[config.mk]
export PLATFORM = sky130hd
export DESIGN_NAME = core_debug_ctrl_flat
export DESIGN_NICKNAME = d
export VERILOG_FILES = /design/src/rtl/riscv_pkg.sv /design/src/rtl/core_debug_ctrl_if.sv /design/src/rtl/dbg_ch_mux.sv /design/src/rtl/core_debug_ctrl.sv /design/src/flat_wrapper.sv
export SDC_FILE = /design/constraint.sdc
export NUM_CORES = 1
export LEC_CHECK = 0
export BUFFER_PORTS_ARGS = -buffer_cell sky130_fd_sc_hd__buf_2
export CELL_PAD_IN_SITES_DETAIL_PLACEMENT = 0
export CELL_PAD_IN_SITES_GLOBAL_PLACEMENT = 1
export CORE_MARGIN = 2
export CORE_UTILIZATION = 35
export CTS_BUF_LIST = sky130_fd_sc_hd__clkbuf_4
export CTS_CLUSTER_DIAMETER = 200
export DETAILED_ROUTE_END_ITERATION = 12
export HOLD_SLACK_MARGIN = 0.1
export PLACE_DENSITY_LB_ADDON = 0.1
export REMOVE_ABC_BUFFERS = 1
export SLEW_MARGIN = 25
export SYNTH_ARGS = -nofsm -noshare
export SYNTH_HDL_FRONTEND = slang
export SYNTH_SLANG_ARGS = --single-unit
[constraint.sdc]
create_clock -name clk -period 4 [get_ports clk]
set_input_delay 0.4 -clock clk [delete_from_list [all_inputs] [get_ports clk]]
set_output_delay 0.4 -clock clk [all_outputs]
set_load 0.02 [all_outputs]
[src/rtl/riscv_pkg.sv]
// Shared definitions for the core debug controller: FSM state encoding,
// the default drain length and the channel-select width helper.
package riscv_pkg;
    typedef enum logic [1:0] {ST_RUN, ST_DRAIN, ST_HALTED, ST_STEP} dbg_state_e;

    localparam int DRAIN_DEFAULT = 4;

    function automatic int sel_w(input int n);
        return (n > 1) ? $clog2(n) : 1;
    endfunction
endpackage

[src/rtl/core_debug_ctrl_if.sv]
// Debug request/observation bundle between the debug host and the core debug controller.
interface core_debug_ctrl_if
    import riscv_pkg::*;
#(
    parameter int NCH = 4,
    parameter int DW  = 32
);
    localparam int SW = sel_w(NCH);

    logic                    halt_req;
    logic                    resume;
    logic                    step;
    logic                    prog;
    logic                    trap_in;
    logic [SW-1:0]           ch_sel;
    logic [NCH-1:0][DW-1:0]  ch_data;
    logic                    dbg;
    logic                    halted;
    logic                    trap_flag;
    logic [DW-1:0]           debug_output;
    logic [15:0]             step_cnt;

    modport master (
        output halt_req, resume, step, prog, trap_in, ch_sel, ch_data,
        input  dbg, halted, trap_flag, debug_output, step_cnt
    );

    modport slave (
        input  halt_req, resume, step, prog, trap_in, ch_sel, ch_data,
        output dbg, halted, trap_flag, debug_output, step_cnt
    );
endinterface

[src/rtl/dbg_ch_mux.sv]
// Combinational debug channel selector; out-of-range selects read as zero.
module dbg_ch_mux #(
    parameter int NCH = 4,
    parameter int DW  = 32,
    parameter int SW  = 2
) (
    input  logic [NCH-1:0][DW-1:0] i_data,
    input  logic [SW-1:0]          i_sel,
    output logic [DW-1:0]          o_data
);
    always_comb begin
        o_data = '0;
        for (int i = 0; i < NCH; i++) begin
            if (i_sel == SW'(i)) o_data = i_data[i];
        end
    end
endmodule

[src/rtl/core_debug_ctrl.sv]
// Core debug controller: halt/drain/step FSM, sticky trap flag, step counter
// and a registered view of one selected observation channel.
module core_debug_ctrl
    import riscv_pkg::*;
#(
    parameter int NCH   = 4,
    parameter int DW    = 32,
    parameter int DRAIN = DRAIN_DEFAULT
) (
    input  logic              clk,
    input  logic              rst_n,
    core_debug_ctrl_if.slave  bus
);
    localparam int SW = sel_w(NCH);

    dbg_state_e     r_state;
    logic [3:0]     r_cnt;
    logic           r_dbg;
    logic           r_halted;
    logic           r_trap;
    logic [15:0]    r_step_cnt;
    logic [DW-1:0]  r_dout;
    logic [DW-1:0]  w_mux;
    logic           w_resume_go;

    dbg_ch_mux #(.NCH(NCH), .DW(DW), .SW(SW)) u_mux (
        .i_data (bus.ch_data),
        .i_sel  (bus.ch_sel),
        .o_data (w_mux)
    );

    assign w_resume_go = (r_state == ST_HALTED) && bus.resume && !bus.halt_req;

    // dbg/halted are registered from the state being entered, so they track r_state exactly.
    always_ff @(posedge clk or negedge rst_n) begin
        if (!rst_n) begin
            r_state    <= ST_RUN;
            r_cnt      <= '0;
            r_dbg      <= 1'b0;
            r_halted   <= 1'b0;
            r_trap     <= 1'b0;
            r_step_cnt <= '0;
            r_dout     <= '0;
        end else begin
            r_dout   <= w_mux;
            r_dbg    <= bus.prog;
            r_halted <= 1'b0;
            if (bus.trap_in)      r_trap <= 1'b1;
            else if (w_resume_go) r_trap <= 1'b0;
            case (r_state)
                ST_RUN: begin
                    if (bus.halt_req || bus.trap_in) begin
                        r_state <= ST_DRAIN;
                        r_cnt   <= 4'(DRAIN - 1);
                        r_dbg   <= 1'b1;
                    end
                end
                ST_DRAIN: begin
                    // Leave as the count reaches zero; a zero load (DRAIN=1) leaves at once.
                    r_dbg <= 1'b1;
                    r_cnt <= (r_cnt != 4'd0) ? r_cnt - 4'd1 : 4'd0;
                    if (r_cnt <= 4'd1) begin
                        r_state  <= ST_HALTED;
                        r_halted <= 1'b1;
                    end
                end
                ST_HALTED: begin
                    if (w_resume_go) begin
                        r_state    <= ST_RUN;
                        r_step_cnt <= '0;
                    end else if (bus.step) begin
                        r_state <= ST_STEP;
                    end else begin
                        r_dbg    <= 1'b1;
                        r_halted <= 1'b1;
                    end
                end
                ST_STEP: begin
                    r_state  <= ST_HALTED;
                    r_dbg    <= 1'b1;
                    r_halted <= 1'b1;
                    if (r_step_cnt != 16'hFFFF) r_step_cnt <= r_step_cnt + 16'd1;
                end
                default: r_state <= ST_RUN;
            endcase
        end
    end

    assign bus.dbg          = r_dbg;
    assign bus.halted       = r_halted;
    assign bus.trap_flag    = r_trap;
    assign bus.step_cnt     = r_step_cnt;
    assign bus.debug_output = r_dout;
endmodule

[src/flat_wrapper.sv]
// flat-port wrapper written by rule: the top's interface ports become plain ports
module core_debug_ctrl_flat import riscv_pkg::*;
#(
    parameter int NCH   = 4,
    parameter int DW    = 32,
    parameter int DRAIN = DRAIN_DEFAULT
)
  (clk, rst_n, bus_halt_req, bus_resume, bus_step, bus_prog, bus_trap_in, bus_ch_sel, bus_ch_data, bus_dbg, bus_halted, bus_trap_flag, bus_debug_output, bus_step_cnt);
  core_debug_ctrl_if #(.NCH(NCH), .DW(DW)) bus_i ();
  input  logic clk;
  input  logic rst_n;
  input wire logic [$bits(bus_i.halt_req)-1:0] bus_halt_req;
  input wire logic [$bits(bus_i.resume)-1:0] bus_resume;
  input wire logic [$bits(bus_i.step)-1:0] bus_step;
  input wire logic [$bits(bus_i.prog)-1:0] bus_prog;
  input wire logic [$bits(bus_i.trap_in)-1:0] bus_trap_in;
  input wire logic [$bits(bus_i.ch_sel)-1:0] bus_ch_sel;
  input wire logic [$bits(bus_i.ch_data)-1:0] bus_ch_data;
  output wire logic [$bits(bus_i.dbg)-1:0] bus_dbg;
  output wire logic [$bits(bus_i.halted)-1:0] bus_halted;
  output wire logic [$bits(bus_i.trap_flag)-1:0] bus_trap_flag;
  output wire logic [$bits(bus_i.debug_output)-1:0] bus_debug_output;
  output wire logic [$bits(bus_i.step_cnt)-1:0] bus_step_cnt;
  assign bus_i.halt_req = bus_halt_req;
  assign bus_i.resume = bus_resume;
  assign bus_i.step = bus_step;
  assign bus_i.prog = bus_prog;
  assign bus_i.trap_in = bus_trap_in;
  assign bus_i.ch_sel = bus_ch_sel;
  assign bus_i.ch_data = bus_ch_data;
  assign bus_dbg = bus_i.dbg;
  assign bus_halted = bus_i.halted;
  assign bus_trap_flag = bus_i.trap_flag;
  assign bus_debug_output = bus_i.debug_output;
  assign bus_step_cnt = bus_i.step_cnt;
  core_debug_ctrl #(.NCH(NCH), .DW(DW), .DRAIN(DRAIN)) u_core (.clk(clk), .rst_n(rst_n), .bus(bus_i));
endmodule
======== Yosys cells after proc, flatten, opt, wreduce, memory -nomap -nowiden ========
Cells that the tools add are included.
Widths: inputs -> output; s select.
word-level totals
  logic and storage cells ................. 61
  flip-flop bits (word level) ............. 57
  input port bits ......................... 137
  output and inout port bits .............. 51
cells by class
  reductions and logical operators ........ 14
  mux-type cells .......................... 25
  magnitude comparators ................... 1
  equal/unequal tests ..................... 12
  add/sub/neg operators ................... 2
operators by type and width
  kind                   count
  $mux 32                4
  $mux 16                2
  $pmux 16 s2            1
  $add 16x1->16 const B  1
  $ne 16x16->1 const B   1
  $eq 2x2->1 const B     4
  $mux 1                 8
  $mux 2                 4
  $mux 4                 2
  $ne 2x1->1 const B     4
  $pmux 2 s4             1
  $pmux 4 s2             1
  $pmux 1 s3             2
  $reduce_and 3->1       2
  $reduce_bool 2->1      3
  $eq 2x1->1 const B     2
  $le 4x1->1 const B     1
  $logic_not 2->1        2
  $reduce_bool 4->1      1
  $sub 4x1->4 const B    1
  $ne 3x2->1 const B     1
  $logic_and 1x1->1      2
  $reduce_and 2->1       1
  $reduce_or 2->1        1
  other kinds (2)        2

======== Longest topological paths before layout ========
  word-level depth ........................ 5
  mapped depth ............................ 6
  mapped depth without buffers ............ 5

======== Modules after synthesis ========
Synthesis repeated with hierarchy kept, for this count alone.
unflattened totals
  cells, all modules ...................... 219
  area total of the unflattened synthesis .. 2979.1 um^2
by module, submodules not included
  module           area an instance (um^2)  sequential area each (um^2)  times used  cells each
  core_debug_ctrl  2164.6                   1426.4                       1           180
  dbg_ch_mux       814.5                    0.0                          1           39

======== Least setup slack after synthesis ========
OpenSTA, ideal clock, no wires.
  path kind ............................... flip-flop to flip-flop
  from .................................... register u_core.r_step_cnt[0], in the netlist u_core.bus.step_cnt[0]
  to ...................................... register u_core.r_step_cnt[11], in the netlist u_core.bus.step_cnt[11]
  library setup time ...................... 126 ps
  path buffers ............................ 0
  data arrival time ....................... 1639 ps
  required time ........................... 3874 ps
  stages on the path, launching flop included .. 6
  path slack .............................. 2235 ps
  period minus slack after synthesis ...... 1765 ps
  path through ............................ dfrtp_1 > ha_1 > and4_1 > nand4b_2 > and4_1 > a221o_1
on the way
  word-level cells in the longest chain between the ends .. 3
  elaborated cells on any way between the ends .. 6
  classes of those cells .................. add/sub: 1; eq/ne: 2; mux: 2; reduce/logical: 1
ends and longest elaborated chain
  what                                                    RTL line               source
  start: declaration                                      core_debug_ctrl.sv:21  logic [15:0] r_step_cnt;
  start signal: assignment                                core_debug_ctrl.sv:82  if (r_step_cnt != 16'hFFFF) r_step_cnt <= r_step_cnt + 16'd1;
  $add 16x1->16 / $ne 16x16->1 (equally long branches)    core_debug_ctrl.sv:82
  $mux 16 / $ne 2x1->1 (equally long branches)            --
  $pmux 16 s2 / $reduce_and 3->1 (equally long branches)  --
Parallel ways exist; a longest one is shown, timed or not. The select of a mux whose other input is x is not followed.
A chain may end at the register's enable or synchronous reset.

======== Worst setup path in the final report ========
  from .................................... register u_core.r_state[0]
  to ...................................... register u_core.r_step_cnt[4], in the netlist u_core.bus.step_cnt[4]
on the way
  word-level cells in the longest chain between the ends .. 5
  elaborated cells on any way between the ends .. 9
  classes of those cells .................. eq/ne: 4; mux: 1; reduce/logical: 4
ends and longest elaborated chain
  what                             RTL line                                      source
  start: declaration               core_debug_ctrl.sv:16                         dbg_state_e r_state;
  start signal: assignment         core_debug_ctrl.sv:37                         r_state <= ST_RUN;
  start signal: assignment         core_debug_ctrl.sv:53                         r_state <= ST_DRAIN;
  start signal: assignment         core_debug_ctrl.sv:63                         r_state <= ST_HALTED;
  $eq 2x2->1                       core_debug_ctrl.sv:32, core_debug_ctrl.sv:50
  $logic_and 1x1->1 (2 in series)  core_debug_ctrl.sv:32                         assign w_resume_go = (r_state == ST_HALTED) && bus.resume && !bus.halt_req;
  $ne 2x1->1 (no line)             --
  $reduce_and 3->1 (no line)       --
Parallel ways exist; a longest one is shown, timed or not.

==> results.py <==
metrics = {
    "status": {
        "status": "complete, no violations",
    },
    "global_routing": {
        "grt_overflow": 0,
        "grt_pass1_vias": 2931,
        "grt_use_total": 0.217,
        "grt_pass1_wl_um": 14700,
        "antenna_found_initial": 0,
        "grt_max_degree": 58,
    },
    "cts": {
        "clk_pin_slew_ps": 100,
        "cts_buffers": 9,
        "clock_latency_ps": 380,
        "clockRootBuffer": "clkbuf_4",
        "cts-resized-gates": 0,
        "cts_tree": "done",
        "clockBufferDepth": 2,
        "hold_buffers": 0,
        "clkSinkCount": 57,
        "cts_setup_buffers": 0,
        "cts_htree_levels": 3,
    },
    "place": {
        "port_buffers": 187,
        "routabilityCongestion": 0.847,
        "place_hpwl_um": 7120,
    },
    "cells_and_area": {
        "fillers": 769,
        "final_common_cell": "buf_2",
        "final_layout_size_suffix_gt1_frac": 0.595,
        "area_delta_synth_final_pct": 37.9,
        "antennaDiodeCount": 0,
        "final_cell_mix": "186 x buf_2, 57 x dfrtp_1, 32 x mux4_2",
        "nNetsFinal": 545,
    },
    "timing": {
        "drv_slew": 0,
        "hold_ws_ps": 142,
        "worst_pin_slew_ps": 772,
        "tns_ps": 0,
        "clock.fmax_mhz": 503,
        "hold_viol": 0,
        "final.min_clock_period_ps": 1990,
        "maxSlewHeadroom": 0.485,
        "setup_viol": 0,
        "fin_skew_ps": 6.53,
        "finalCritPeriodShare": 0.497,
        "rsz0062_at_grt": "no",
    },
    "power_and_ir_drop": {
        "ir_drop_mv": 0.159,
        "leakage_nw": 2.00,
        "cellPowerDensity_mw_per_mm2": 434,
    },
    "synth": {
        "seq_area_frac_synth": 0.480,
        "synth-main-ff-cell": "dfrtp_1",
        "synth_top_area_frac": 0.480,
        "yosys_warnings": 0,
        "ys_types": 45,
        "synth.avg_cell_area_sq_um": 13.5,
        "synth-edff-count": 0,
        "syn_inst": 220,
        "syn-cell-area_sq_mm": 0.00297,
        "async_flop_share": 1.00,
        "synth_top_cells_by_area": "dfrtp_1 48%, mux4_2 24%, o21ai_0 1.5%",
        "ys_seq_elements": 57,
        "yosys.area.top_type": "dfrtp_1",
    },
    "floorplanning": {
        "start_util": 0.362,
        "fp.dieH_um": 96.1,
        "die_width_um": 96.1,
        "rows": 33,
        "coreArea_sq_mm": 0.00822,
        "die-area_sq_mm": 0.00924,
        "ios": 188,
    },
    "drt": {
        "route.vias.total": 2727,
        "routedWlPerCell_um": 17.7,
        "drt_iter0_markers": 99,
        "drt_pass1_iterations": 4,
        "postRouteAntennaNets": 0,
        "avgViaCountPerCell": 5.27,
        "wirelength_um": 9140,
        "post-route-drc-count": 0,
    },
    "worst_setup_path": {
        "critPathCaptureType": "register",
        "startpoint_type": "register",
        "path_max_fanout": 18,
        "reg2reg_slack_ps": 2010,
        "crit_type": "reg -> reg",
        "required_ps": 4280,
        "arrival_ps": 2270,
    },
    "min_path": {
        "hold_path_class": "in -> async",
    },
    "run": {
        "maxCapViolations": 0,
    },
}
[layout make-up]
cell class	count	area, sq um	share of cell area
sequential	57	1430	0.348
multi-input combinational	145	1470	0.359
inverter	6	22.5	0.00550
clock buffer	10	75.1	0.0183
clock inverter	6	25.0	0.00611
tap	105	131	0.0321
timing repair buffer	188	946	0.231
[worst paths after layout]
check	start	end	cells past startpoint
max	u_core.r_state[0]$_DFFE_PN0P_	u_core.bus.step_cnt[4]$_DFFE_PN0P_	3
max reg2reg	u_core.r_state[0]$_DFFE_PN0P_	u_core.bus.step_cnt[4]$_DFFE_PN0P_	3
min	rst_n	u_core.bus.debug_output[11]$_DFF_PN0_	2
max in group asynchronous	rst_n	u_core.bus.debug_output[7]$_DFF_PN0_	2
min in group clk	bus_prog	u_core.bus.dbg$_DFF_PN0_	2
min reg2reg	u_core.bus.trap_flag$_DFFE_PN0P_	u_core.bus.trap_flag$_DFFE_PN0P_	2
[power breakdown]
part	leakage (nW)	internal, W	total (W)	switching [W]
combinational	1.26	0.000272	0.000609	0.000337
clock	0.0601	0.000125	0.000337	0.000212
sequential	0.688	0.000680	0.000834	0.000153
total	2.00	0.00108	0.00178	0.000702
[through the flow]
step,power [W],std cells,worst slack [ps],instance area [sq um],util
2_1_floorplan,0.00119,208,2240,2920,-
3_3_place_gp,0.00145,501,2020,3990,0.486
3_5_place_dp,0.00146,501,1970,3990,0.486
4_1_cts,0.00180,517,2000,4090,0.498
5_1_grt,0.00192,517,1820,4100,0.499
6_report,0.00178,517,2010,4100,0.499
[state kept, by name, indices dropped and copies added (netlist names)]
signal and flops:
u_core.bus.debug_output 32, u_core.bus.dbg 1, u_core.bus.trap_flag 1, u_core.r_state 2, u_core.bus.step_cnt 16, u_core.bus.halted 1, u_core.r_cnt 4
[layer usage]
layer,part of all wire,up-vias,GRT usage
met1,0.39,1353,0.270
met2,0.52,104,0.361
met4,0.018,0,0.0881
met3,0.072,15,0.0532
li1,-,1255,-
met5,0,-,0
[cells in the mapped netlist (2+ instances only)]
cell,count
nor2_1,10
nor3_1,7
nand4_1,6
and4_1,3
inv_1,6
nand2_1,9
and3_1,2
a22o_1,4
mux2_2,2
buf_2,5
nand2b_1,4
o21ai_0,9
a31oi_1,5
buf_1,2
a221o_1,2
nor4_1,2
o31a_1,2
o22a_1,2
a21oi_1,7
o21a_1,2
nand3_1,8
o221ai_1,4
dfrtp_1,57
clkbuf_1,5
mux4_2,32
nand4_2,2
nor2b_1,3
[critical path: stages (launching register included)]
cell	delay (ps)
dfrtp_1	660
and2_1	540
a31oi_1	370
o221ai_1	310
[logic make-up after synthesis]
group                      Yosys count  share of synthesized area
buffers and inverters               18                     0.0249
and+or+nand+nor                     67                      0.137
adders and majority gates            1                    0.00421
DFF                                 57                      0.480
AOI/OAI and AO/OA                   42                      0.100
muxes                               35                      0.254
(Power assumes the default switching activity.)
